**config.mk**
```make
export PLATFORM = sky130hd
export DESIGN_NAME = slip_frame_parser
export DESIGN_NICKNAME = d
export VERILOG_FILES = /design/src/rtl/slip_frame_parser_pkg.sv /design/src/rtl/slip_frame_parser.sv
export SDC_FILE = /design/constraint.sdc
export NUM_CORES = 1
export LEC_CHECK = 0
export CAP_MARGIN = 20
export CELL_PAD_IN_SITES_DETAIL_PLACEMENT = 1
export CELL_PAD_IN_SITES_GLOBAL_PLACEMENT = 1
export CORE_UTILIZATION = 40
export DETAILED_ROUTE_END_ITERATION = 10
export PLACE_DENSITY_LB_ADDON = 0.1
export SYNTH_ARGS = -nofsm -noshare
export SYNTH_HDL_FRONTEND = slang
export SYNTH_SLANG_ARGS = --single-unit
```
**constraint.sdc**
```tcl
create_clock -name clk -period 3.35 [get_ports clk]
set_input_delay 1.005 -clock clk [delete_from_list [all_inputs] [get_ports clk]]
set_output_delay 1.005 -clock clk [all_outputs]
set_load 0.01 [all_outputs]
```
**src/rtl/slip_frame_parser_pkg.sv**
```systemverilog
// Shared constants, FSM state type and the CRC-8 step used by the SLIP frame parser.
package slip_pkg;

  localparam logic [7:0] CRC8_POLY = 8'h07;

  localparam logic [1:0] ERR_SHORT = 2'd1;
  localparam logic [1:0] ERR_OVF   = 2'd2;
  localparam logic [1:0] ERR_CRC   = 2'd3;

  typedef enum logic [1:0] {
    ST_COLLECT,
    ST_CHECK,
    ST_EMIT
  } state_t;

  // One byte of CRC-8 (poly 0x07, MSB first, no reflection, no xorout).
  function automatic logic [7:0] crc8_byte(input logic [7:0] crc, input logic [7:0] b);
    logic [7:0] c;
    c = crc ^ b;
    for (int i = 0; i < 8; i++) begin
      c = c[7] ? ({c[6:0], 1'b0} ^ CRC8_POLY) : {c[6:0], 1'b0};
    end
    return c;
  endfunction

endpackage

```
**src/rtl/slip_frame_parser.sv**
```systemverilog
// Buffers one SLIP frame (address, data, CRC-8), validates it, then replays the
// data as a burst of byte writes. Bad frames are dropped with an error code.
module slip_frame_parser
  import slip_pkg::*;
#(
  parameter int MAX_DATA = 16
) (
  input  logic       clk,
  input  logic       rst,
  input  logic       frame,
  input  logic [7:0] din,
  input  logic       din_rdy,
  output logic       din_ack,
  output logic [7:0] wr_addr,
  output logic [7:0] wr_data,
  output logic       wr_valid,
  input  logic       wr_ready,
  output logic       frame_ok,
  output logic       frame_err,
  output logic [1:0] err_code
);

  localparam int DEPTH = MAX_DATA + 1;          // data bytes plus the CRC byte
  localparam int CW    = $clog2(MAX_DATA + 2);
  localparam logic [CW-1:0] CNT_FULL = CW'(MAX_DATA + 1);

  state_t          state_q;
  logic [7:0]      addr_q;
  logic [7:0]      buf_q [DEPTH];
  logic [CW-1:0]   cnt_q, idx_q, last_q;
  logic [7:0]      crc_q;
  logic            ovf_q, in_frame_q, got_q;  // got_q: address byte already taken
  logic            wr_valid_q, frame_ok_q, frame_err_q;
  logic [7:0]      wr_addr_q, wr_data_q;
  logic [1:0]      err_code_q;

  logic            take, eof, beat;
  logic [7:0]      crc_d;
  logic [CW-1:0]   idx_d;

  // Input is only accepted while collecting; upstream holds its byte otherwise.
  assign din_ack = (state_q == ST_COLLECT) && din_rdy;
  assign take    = din_ack;
  assign crc_d   = crc8_byte(crc_q, din);
  // Requiring din_rdy low guarantees a pending final byte is drained first.
  assign eof     = (state_q == ST_COLLECT) && (in_frame_q || got_q) && !frame && !din_rdy;
  assign beat    = wr_valid_q && wr_ready;
  assign idx_d   = idx_q + CW'(1);

  assign wr_valid  = wr_valid_q;
  assign wr_addr   = wr_addr_q;
  assign wr_data   = wr_data_q;
  assign frame_ok  = frame_ok_q;
  assign frame_err = frame_err_q;
  assign err_code  = err_code_q;

  // Payload store: bytes after the address, discarded once the buffer is full.
  always_ff @(posedge clk) begin
    if (take && got_q && (cnt_q != CNT_FULL)) buf_q[cnt_q] <= din;
  end

  // Frame FSM: collect, validate, then emit the write burst.
  always_ff @(posedge clk) begin
    if (rst) begin
      state_q     <= ST_COLLECT;
      addr_q      <= '0;
      cnt_q       <= '0;
      idx_q       <= '0;
      last_q      <= '0;
      crc_q       <= '0;
      ovf_q       <= 1'b0;
      in_frame_q  <= 1'b0;
      got_q       <= 1'b0;
      wr_valid_q  <= 1'b0;
      wr_addr_q   <= '0;
      wr_data_q   <= '0;
      frame_ok_q  <= 1'b0;
      frame_err_q <= 1'b0;
      err_code_q  <= '0;
    end else begin
      frame_ok_q  <= 1'b0;
      frame_err_q <= 1'b0;
      case (state_q)
        ST_COLLECT: begin
          if (frame) in_frame_q <= 1'b1;
          if (take) begin
            crc_q <= crc_d;
            got_q <= 1'b1;
            if (!got_q)                addr_q <= din;
            else if (cnt_q == CNT_FULL) ovf_q  <= 1'b1;
            else                        cnt_q  <= cnt_q + CW'(1);
          end
          if (eof) state_q <= ST_CHECK;
        end
        ST_CHECK: begin
          if (ovf_q || (cnt_q < CW'(2)) || (crc_q != 8'h00)) begin
            frame_err_q <= 1'b1;
            err_code_q  <= ovf_q ? ERR_OVF : ((cnt_q < CW'(2)) ? ERR_SHORT : ERR_CRC);
            cnt_q       <= '0;
            crc_q       <= '0;
            ovf_q       <= 1'b0;
            in_frame_q  <= 1'b0;
            got_q       <= 1'b0;
            state_q     <= ST_COLLECT;
          end else begin
            idx_q      <= '0;
            last_q     <= cnt_q - CW'(2);
            wr_valid_q <= 1'b1;
            wr_addr_q  <= addr_q;
            wr_data_q  <= buf_q[0];
            state_q    <= ST_EMIT;
          end
        end
        ST_EMIT: begin
          if (beat) begin
            if (idx_q == last_q) begin
              wr_valid_q <= 1'b0;
              frame_ok_q <= 1'b1;
              cnt_q      <= '0;
              crc_q      <= '0;
              ovf_q      <= 1'b0;
              in_frame_q <= 1'b0;
              got_q      <= 1'b0;
              state_q    <= ST_COLLECT;
            end else begin
              idx_q     <= idx_d;
              wr_addr_q <= addr_q + 8'(idx_d);
              wr_data_q <= buf_q[idx_d];
            end
          end
        end
        default: state_q <= ST_COLLECT;
      endcase
    end
  end

endmodule

```
==> results.sh, run 1 <==
export IMPL_outcome="completed"
export IMPL_place_inst=901
export IMPL_syn_cell_area_um2=8340
export IMPL_initial_utilization_pct=41.0
export IMPL_wirelength_um=20300
export IMPL_ys_ff_latch=193
export IMPL_worst_setup_path_end_kind="output pin"
export IMPL_critPathLaunch="din_rdy"
export IMPL_fin_worst_skew_ps=16.4
export IMPL_crit_path_max_fanout=4
export IMPL_syn_num_nets=624
export IMPL_netlist_top_cell_by_area="edfxtp_1"
export IMPL_ctsHoldBuffers=0
export IMPL_whs_path_depth=2
export IMPL_setup_slack_ps=90.3
export IMPL_die_area_um2=21400
export IMPL_cts_clk_slew_worst_paths_ps=70
export IMPL_wl_per_cell_um=21.8
export IMPL_dp_slack_ps=79.8
export IMPL_area_delta_synth_final_pct=16.3
export IMPL_clock_latency_ps=440
export IMPL_grt_pass1_vias=5437
export IMPL_max_clock_freq_mhz=307
export IMPL_cts_htree_levels=4
export IMPL_cp_required_ps=2340
export IMPL_vdd_drop_max_v=0.000330
export IMPL_min_delay_start="wr_data[7]$_SDFFE_PP0P_"
export IMPL_cts_buffers=17
export IMPL_worstHoldPathType="reg -> reg"
export IMPL_gp_congestion=0.764
export IMPL_ant_nets=0
export IMPL_p_sw_share_pct=25.4
export IMPL_drtIter0Drc=299
export IMPL_fp_dieW_um=146
export IMPL_synth_top_cell_area_share_pct=48.9
export IMPL_grt_overflow=0
export IMPL_power_switching_mw=1.36
export IMPL_tns_ps=0
export IMPL_cts_resized_gates=0
export IMPL_cts_setup_buffers=0
export IMPL_seq_area_frac_synth_pct=62.6
export IMPL_seq_power_share_pct=50.3
export IMPL_synth_enable_flop_cells=136
export IMPL_netlist_instances=594
export IMPL_dp_hpwl_um=14200
export IMPL_grt_usage_pct=20.4
export IMPL_cp_endpoint="din_ack"
export IMPL_portBuffers=34
export IMPL_crit_type="in -> out"
export IMPL_cp_start_kind="input port"
export IMPL_clock_path_buffers=2
export IMPL_cellPowerDensity_nw_per_um2=552
export IMPL_syn_avg_cell_area_um2=14.0
export IMPL_r2r_end="wr_addr[7]$_SDFFE_PP0P_"
export IMPL_comb_power_share_pct=11.9
export IMPL_antenna_cells=0
export IMPL_core_area_um2=20400
export IMPL_r2r_worst_path_cells=8
export IMPL_ys_types=50
export IMPL_synthTopCellsByCount="136 x edfxtp_1, 58 x nor2_1, 57 x dfxtp_1"
export IMPL_slew_headroom_pct=33.2
export IMPL_layoutNonFillerInstCount=933
export IMPL_maxSlewViolCount=0
export IMPL_die_height_um=146
export IMPL_maxCapViolCount=0
export IMPL_setup_viol=0
export IMPL_place_area_um2=9120
export IMPL_total_power_mw=5.36
export IMPL_fin_area_um2=9710
export IMPL_post_drt_via_cell_ratio=5.40
export IMPL_yosysMostFrequentCell="edfxtp_1"
export IMPL_fill_cells=2043
export IMPL_fin_crit_sh_pct=97.3
export IMPL_vias=5040
export IMPL_drc=0
export IMPL_synth_area_leaders="edfxtp_1 49%, dfxtp_1 14%, mux4_2 8.6%"
export IMPL_ys_warnings_count=0
export IMPL_clock_sinks=193
export IMPL_rows=52
export IMPL_rsz0062_at_grt="no"
export IMPL_whs_ps=460
export IMPL_antenna_found_initial=0
export IMPL_grt_pass1_wl_um=32200
export IMPL_fin_crit_ps=3260
export IMPL_leakagePower_nw=3.26
export IMPL_synthFlopType="edfxtp_1"
export IMPL_dr_pass1_iters=4
export IMPL_arrival_ps=2250
export IMPL_intPower_mw=4.00
export IMPL_synthArstFlopShare_pct=0
export IMPL_grt_max_degree=34
export IMPL_r2r_start="idx_q[1]$_SDFFE_PP0P_"
export IMPL_cts_tree="done"
export IMPL_tightest_slew_ps=995
export IMPL_ff2ff_setup_slack_ps=650
export IMPL_hold_violations=0
export IMPL_drive_above_1_share_pct=16.3
export IMPL_final_util_pct=47.7
export IMPL_p_clk_share_pct=37.8
export IMPL_num_io_pins=35
export IMPL_clockRootBuffer="clkbuf_16"
export IMPL_nets=680
[area by class of cell]
type	count	area (um2)	share of cell area (%)
clock buffers	19	433	4.46
multi-input cells	359	2930	30.2
repair buffers	67	583	6.01
clock inverters	13	153	1.57
inverters	12	45.0	0.464
flip-flops and latches	193	5230	53.8
well taps	270	338	3.48
[critical path, stage by stage]
cell	delay, ps
clkdlybuf4s50_1	510
and2_1	190
clkdlybuf4s50_1	550
[cell usage in the layout (no fill, tap or decap), types with 3 or more instances in the layout]
cell type,n
edfxtp_1,136
nor2_1,58
dfxtp_1,56
nand2_1,43
clkdlybuf4s50_1,33
buf_4,33
mux4_2,32
a21oi_1,31
mux2i_1,26
xnor2_1,22
clkbuf_16,17
ha_1,16
or3_1,15
xor2_1,11
o21ai_0,11
inv_1,10
a211oi_1,9
nand3_1,8
nor3_1,8
a32oi_1,8
o2111ai_1,8
inv_6,7
or4b_1,6
nand2b_1,5
a21o_1,4
inv_8,4
a22oi_1,3
a311oi_1,3
nor2b_1,3
a31oi_1,3
[logic make-up after synthesis]
| group | after synthesis | share of synthesized area, % |
|---|---|---|
| DFF | 193 | 62.6 |
| and+or+nand+nor | 162 | 9.81 |
| AOI/OAI and AO/OA | 87 | 7.06 |
| muxes | 58 | 11.8 |
| buffers and inverters | 42 | 2.26 |
| xor gates and xnor gates | 35 | 3.85 |
| adders and majority gates | 17 | 2.64 |
[registers in the layout, indices dropped and copies added (netlist names), 5 cells and up]
name and flops:
buf_q 136, addr_q 8, crc_q 8, wr_addr 8
wr_data 8, cnt_q 5, idx_q 5, last_q 5
[metal layers]
| layer | share of wire [%] | vias up | track usage (%) |
|---|---|---|---|
| met1 | 43 | 2557 | 27.0 |
| met3 | 5.5 | 15 | 3.47 |
| met2 | 50 | 110 | 33.8 |
| li1 | - | 2358 | - |
| met4 | 1.4 | 0 | 7.29 |
| met5 | 0 | - | 0 |
[how the worst min path moves through the flow]
stage,slack (ps),endpoint
3_3_place_gp,440,wr_addr[2]$_SDFFE_PP0P_
5_1_grt,500,wr_data[1]$_SDFFE_PP0P_
2_1_floorplan,460,crc_q[3]$_SDFFE_PP0P_
6_report,460,wr_data[7]$_SDFFE_PP0P_
4_1_cts,460,wr_data[4]$_SDFFE_PP0P_
3_5_place_dp,450,wr_data[4]$_SDFFE_PP0P_
[power groups by stage]
| stage | registers, mW | clock network [mW] | logic [mW] |
|---|---|---|---|
| after floorplan | 2.74 | 0 | 0.463 |
| final | 2.70 | 2.03 | 0.639 |
| after detailed placement | 2.75 | 0 | 0.646 |
| after global routing | 2.71 | 2.16 | 0.716 |
| after global placement | 2.75 | 0 | 0.632 |
| after CTS | 2.70 | 2.09 | 0.650 |
Power figures use the tool's default switching activity.
==> run 2: changes to the inputs <==
- CORE_ASPECT_RATIO: not set -> 1.25
- SKIP_CTS_REPAIR_TIMING: not set -> 1
==> results.sh, run 2 (same netlist as run 1, synthesis figures left out) <==
export IMPL_slowest_delay_ps=560
export IMPL_cts_tree="done"
export IMPL_post_drt_via_cell_ratio=5.46
export IMPL_path_delay_family="buffers and inverters"
export IMPL_cellPowerDensity_nw_per_um2=548
export IMPL_fin_crit_sh_pct=96.1
export IMPL_grt_max_degree=36
export IMPL_cts_buffers=17
export IMPL_fill_cells=2051
export IMPL_ant_nets=0
export IMPL_die_area_um2=21400
export IMPL_wl_per_cell_um=22.6
export IMPL_vdd_drop_max_v=0.000336
export IMPL_cp_start_kind="input port"
export IMPL_crit_path_max_fanout=3
export IMPL_gp_congestion=0.774
export IMPL_maxSlewViolCount=0
export IMPL_area_delta_synth_final_pct=16.7
export IMPL_path_buf_inv=2
export IMPL_antenna_cells=0
export IMPL_cp_required_ps=2340
export IMPL_clock_path_buffers=2
export IMPL_slowest_stage="clkdlybuf4s50_1"
export IMPL_total_power_mw=5.34
export IMPL_vias=5112
export IMPL_worst_setup_path_end_kind="output pin"
export IMPL_hold_violations=0
export IMPL_worstHoldPathType="reg -> reg"
export IMPL_tns_ps=0
export IMPL_tightest_slew_ps=941
export IMPL_maxCapViolCount=0
export IMPL_drtIter0Drc=247
export IMPL_arrival_ps=2210
export IMPL_outcome="completed"
export IMPL_drive_above_1_share_pct=17.1
export IMPL_core_area_um2=20300
export IMPL_clock_latency_ps=440
export IMPL_fin_crit_ps=3220
export IMPL_grt_usage_pct=21.1
export IMPL_dp_slack_ps=132
export IMPL_nets=684
export IMPL_largest_reg_flops=136
export IMPL_final_cell_mix="136 x edfxtp_1, 58 x nor2_1, 56 x dfxtp_1"
export IMPL_leakagePower_nw=3.27
export IMPL_place_inst=905
export IMPL_initial_utilization_pct=41.1
export IMPL_setup_slack_ps=132
export IMPL_num_io_pins=35
export IMPL_crit_type="in -> out"
export IMPL_ff2ff_setup_slack_ps=720
export IMPL_clockRootBuffer="clkbuf_16"
export IMPL_slew_headroom_pct=36.8
export IMPL_mostFrequentLayoutCell="edfxtp_1"
export IMPL_cts_htree_levels=4
export IMPL_cp_cell_sequence="clkdlybuf4s50_1, and2_1, clkdlybuf4s50_1"
export IMPL_rsz0062_at_grt="no"
export IMPL_regMostFlops="buf_q"
export IMPL_fin_worst_skew_ps=10.4
export IMPL_grt_pass1_wl_um=33100
export IMPL_critPathMostFrequentCell="clkdlybuf4s50_1"
export IMPL_dr_pass1_iters=4
export IMPL_grt_overflow=0
export IMPL_grt_pass1_vias=5624
export IMPL_portBuffers=34
export IMPL_die_height_um=163
export IMPL_max_clock_freq_mhz=311
export IMPL_drc=0
export IMPL_antenna_found_initial=0
export IMPL_cts_clk_slew_worst_paths_ps=70
export IMPL_fp_dieW_um=131
export IMPL_whs_ps=468
export IMPL_setup_viol=0
export IMPL_dp_hpwl_um=14700
export IMPL_wirelength_um=21200
export IMPL_rows=58
export IMPL_clock_sinks=193
export IMPL_layoutNonFillerInstCount=937
[run 2: worst reg2reg max path, delay by kind of cell (launching register included)]
kind,cells,cell delay (ps)
compound gates,2,720
fa+ha+maj,1,180
buf+inv,2,420
flops,1,390
simple gates,4,860
[run 2: worst paths after layout]
check,start,to,cells after the start
setup / recovery,din_rdy,din_ack,3
hold / removal,wr_data[2]$_SDFFE_PP0P_,wr_data[2]$_SDFFE_PP0P_,2
setup reg to reg,cnt_q[1]$_SDFFE_PP0P_,wr_data[5]$_SDFFE_PP0P_,9
hold reg to reg,wr_data[2]$_SDFFE_PP0P_,wr_data[2]$_SDFFE_PP0P_,2
[run 2: layout make-up]
cell class,instances,area (um2),share of cell area (%)
flip-flops and latches,193,5230,53.7
multi-input cells,359,2930,30.1
repair buffers,71,626,6.42
clock buffers,17,425,4.37
well taps,270,338,3.47
clock inverters,15,149,1.53
inverters,12,45.0,0.462
[run 2: stage by stage]
stage          util [%]  area (um2)
2_1_floorplan         -        8340
3_3_place_gp       45.1        9170
3_5_place_dp       45.1        9170
4_1_cts            47.9        9740
5_1_grt            47.9        9740
6_report           47.9        9740
[run 2: power breakdown]
part	total, mW	internal, mW	switching, mW
Sequential	2.70	2.62	0.0768
Combinational	0.671	0.308	0.363
Clock	1.97	0.989	0.980
Total	5.34	3.92	1.42
[run 2: layer usage]
| layer | routed length [um] | share of wire (%) | vias up | GRT usage, % |
|---|---|---|---|---|
| li1 | - | - | 2363 | - |
| met1 | 9040 | 43 | 2652 | 25.2 |
| met2 | 11100 | 52 | 74 | 38.2 |
| met3 | 587 | 2.8 | 23 | 3.41 |
| met4 | 487 | 2.3 | 0 | 8.13 |
| met5 | 0 | 0 | - | 0 |
==> run 3: changes to the inputs <==
- clock period: 3.35 -> 4 ns (I/O delays scaled with it)
==> results.sh, run 3 (same netlist as run 1, synthesis figures left out) <==
export IMPL_outcome="completed"
export IMPL_fin_worst_skew_ps=9.37
export IMPL_grt_pass1_vias=5513
export IMPL_fp_dieW_um=131
export IMPL_worstHoldPathType="reg -> reg"
export IMPL_grt_usage_pct=21.2
export IMPL_initial_utilization_pct=41.1
export IMPL_cellPowerDensity_nw_per_um2=466
export IMPL_cp_required_ps=2800
export IMPL_min_delay_start="wr_data[7]$_SDFFE_PP0P_"
export IMPL_ant_nets=0
export IMPL_gp_congestion=0.781
export IMPL_post_drt_via_cell_ratio=5.46
export IMPL_vdd_drop_max_v=0.000285
export IMPL_dr_pass1_iters=4
export IMPL_rsz0062_at_grt="no"
export IMPL_maxCapViolCount=0
export IMPL_antenna_cells=0
export IMPL_nets=677
export IMPL_slowest_stage="clkdlybuf4s50_1"
export IMPL_max_clock_freq_mhz=274
export IMPL_crit_type="in -> out"
export IMPL_cts_clk_slew_worst_paths_ps=70
export IMPL_vias=5076
export IMPL_clockRootBuffer="clkbuf_16"
export IMPL_rows=58
export IMPL_fin_crit_ps=3650
export IMPL_die_height_um=163
export IMPL_final_cell_mix="136 x edfxtp_1, 58 x nor2_1, 56 x dfxtp_1"
export IMPL_grt_max_degree=36
export IMPL_drtIter0Drc=328
export IMPL_whs_path_depth=2
export IMPL_clock_sinks=193
export IMPL_critPathMostFrequentCell="clkdlybuf4s50_1"
export IMPL_r2r_worst_path_cells=10
export IMPL_clock_path_buffers=2
export IMPL_cp_start_kind="input port"
export IMPL_total_power_mw=4.52
export IMPL_whs_ps=457
export IMPL_antenna_found_initial=0
export IMPL_clock_latency_ps=440
export IMPL_regMostFlops="buf_q"
export IMPL_r2r_start="idx_q[1]$_SDFFE_PP0P_"
export IMPL_critPathLaunch="din_rdy"
export IMPL_arrival_ps=2450
export IMPL_setup_slack_ps=354
export IMPL_mostFrequentLayoutCell="edfxtp_1"
export IMPL_area_delta_synth_final_pct=16.2
export IMPL_fin_crit_sh_pct=91.2
export IMPL_path_delay_family="buffers and inverters"
export IMPL_largest_reg_flops=136
export IMPL_tns_ps=0
export IMPL_hold_violations=0
export IMPL_cts_htree_levels=4
export IMPL_portBuffers=34
export IMPL_layoutNonFillerInstCount=930
export IMPL_holdPathEnd="wr_data[7]$_SDFFE_PP0P_"
export IMPL_tightest_slew_ps=786
export IMPL_place_inst=898
export IMPL_wirelength_um=21300
export IMPL_dp_hpwl_um=14700
export IMPL_cts_tree="done"
export IMPL_slew_headroom_pct=47.4
export IMPL_num_io_pins=35
export IMPL_grt_overflow=0
export IMPL_wl_per_cell_um=22.9
export IMPL_maxSlewViolCount=0
export IMPL_die_area_um2=21400
export IMPL_cp_cell_sequence="clkdlybuf4s50_1, and2_1, clkdlybuf4s50_1"
export IMPL_leakagePower_nw=3.23
export IMPL_grt_pass1_wl_um=33100
export IMPL_dp_slack_ps=358
export IMPL_crit_path_max_fanout=4
export IMPL_path_buf_inv=2
export IMPL_drc=0
export IMPL_setup_viol=0
export IMPL_cts_buffers=17
export IMPL_drive_above_1_share_pct=16.2
export IMPL_ff2ff_setup_slack_ps=1060
export IMPL_worst_setup_path_end_kind="output pin"
export IMPL_slowest_delay_ps=550
export IMPL_r2r_end="wr_addr[6]$_SDFFE_PP0P_"
export IMPL_core_area_um2=20300
## run 3: final cells by class
class | count | area, um2
inverter | 12 | 45.0
tap | 270 | 338
multi-input combinational | 359 | 2930
clock inverter | 15 | 171
clock buffer | 17 | 425
fill | 2067 | 10600
timing repair buffer | 64 | 561
sequential | 193 | 5230
## run 3: through the flow
step	util, %	area (um2)
finish	47.7	9700
CTS	47.7	9700
detailed placement	44.8	9100
global route	47.7	9700
global placement	44.8	9100
floorplan	-	8340
## run 3: worst reg2reg max path: cells and delay by family (launching register included)
kind            cells  cell delay [ps]
flops               1              350
buf+inv             1              330
fa+ha+maj           2              690
compound gates      4              720
xor+xnor            2              620
simple gates        1               90
## run 3: where the power goes
part,leakage [nW],total [mW],internal [mW],switching [mW]
clock,0.282,1.71,0.889,0.820
combinational,1.26,0.548,0.255,0.294
sequential,1.69,2.26,2.20,0.0608
## run 3: worst max path at each step
stage,cells past startpoint,slack [ps],endpoint
after CTS,3,350,din_ack
after detailed placement,3,360,din_ack
after global placement,3,370,din_ack
after floorplan,5,870,buf_q[16][0]$_DFFE_PP_
after global routing,3,290,din_ack
final,3,350,din_ack
## run 3: routing by layer
layer  vias up  track usage (%)  routed length, um
li1       2354                -                  -
met1      2598             25.8               8830
met2       104             37.9              11200
met3        20             3.82                904
met4         0             7.33                389
met5         -                0                  0
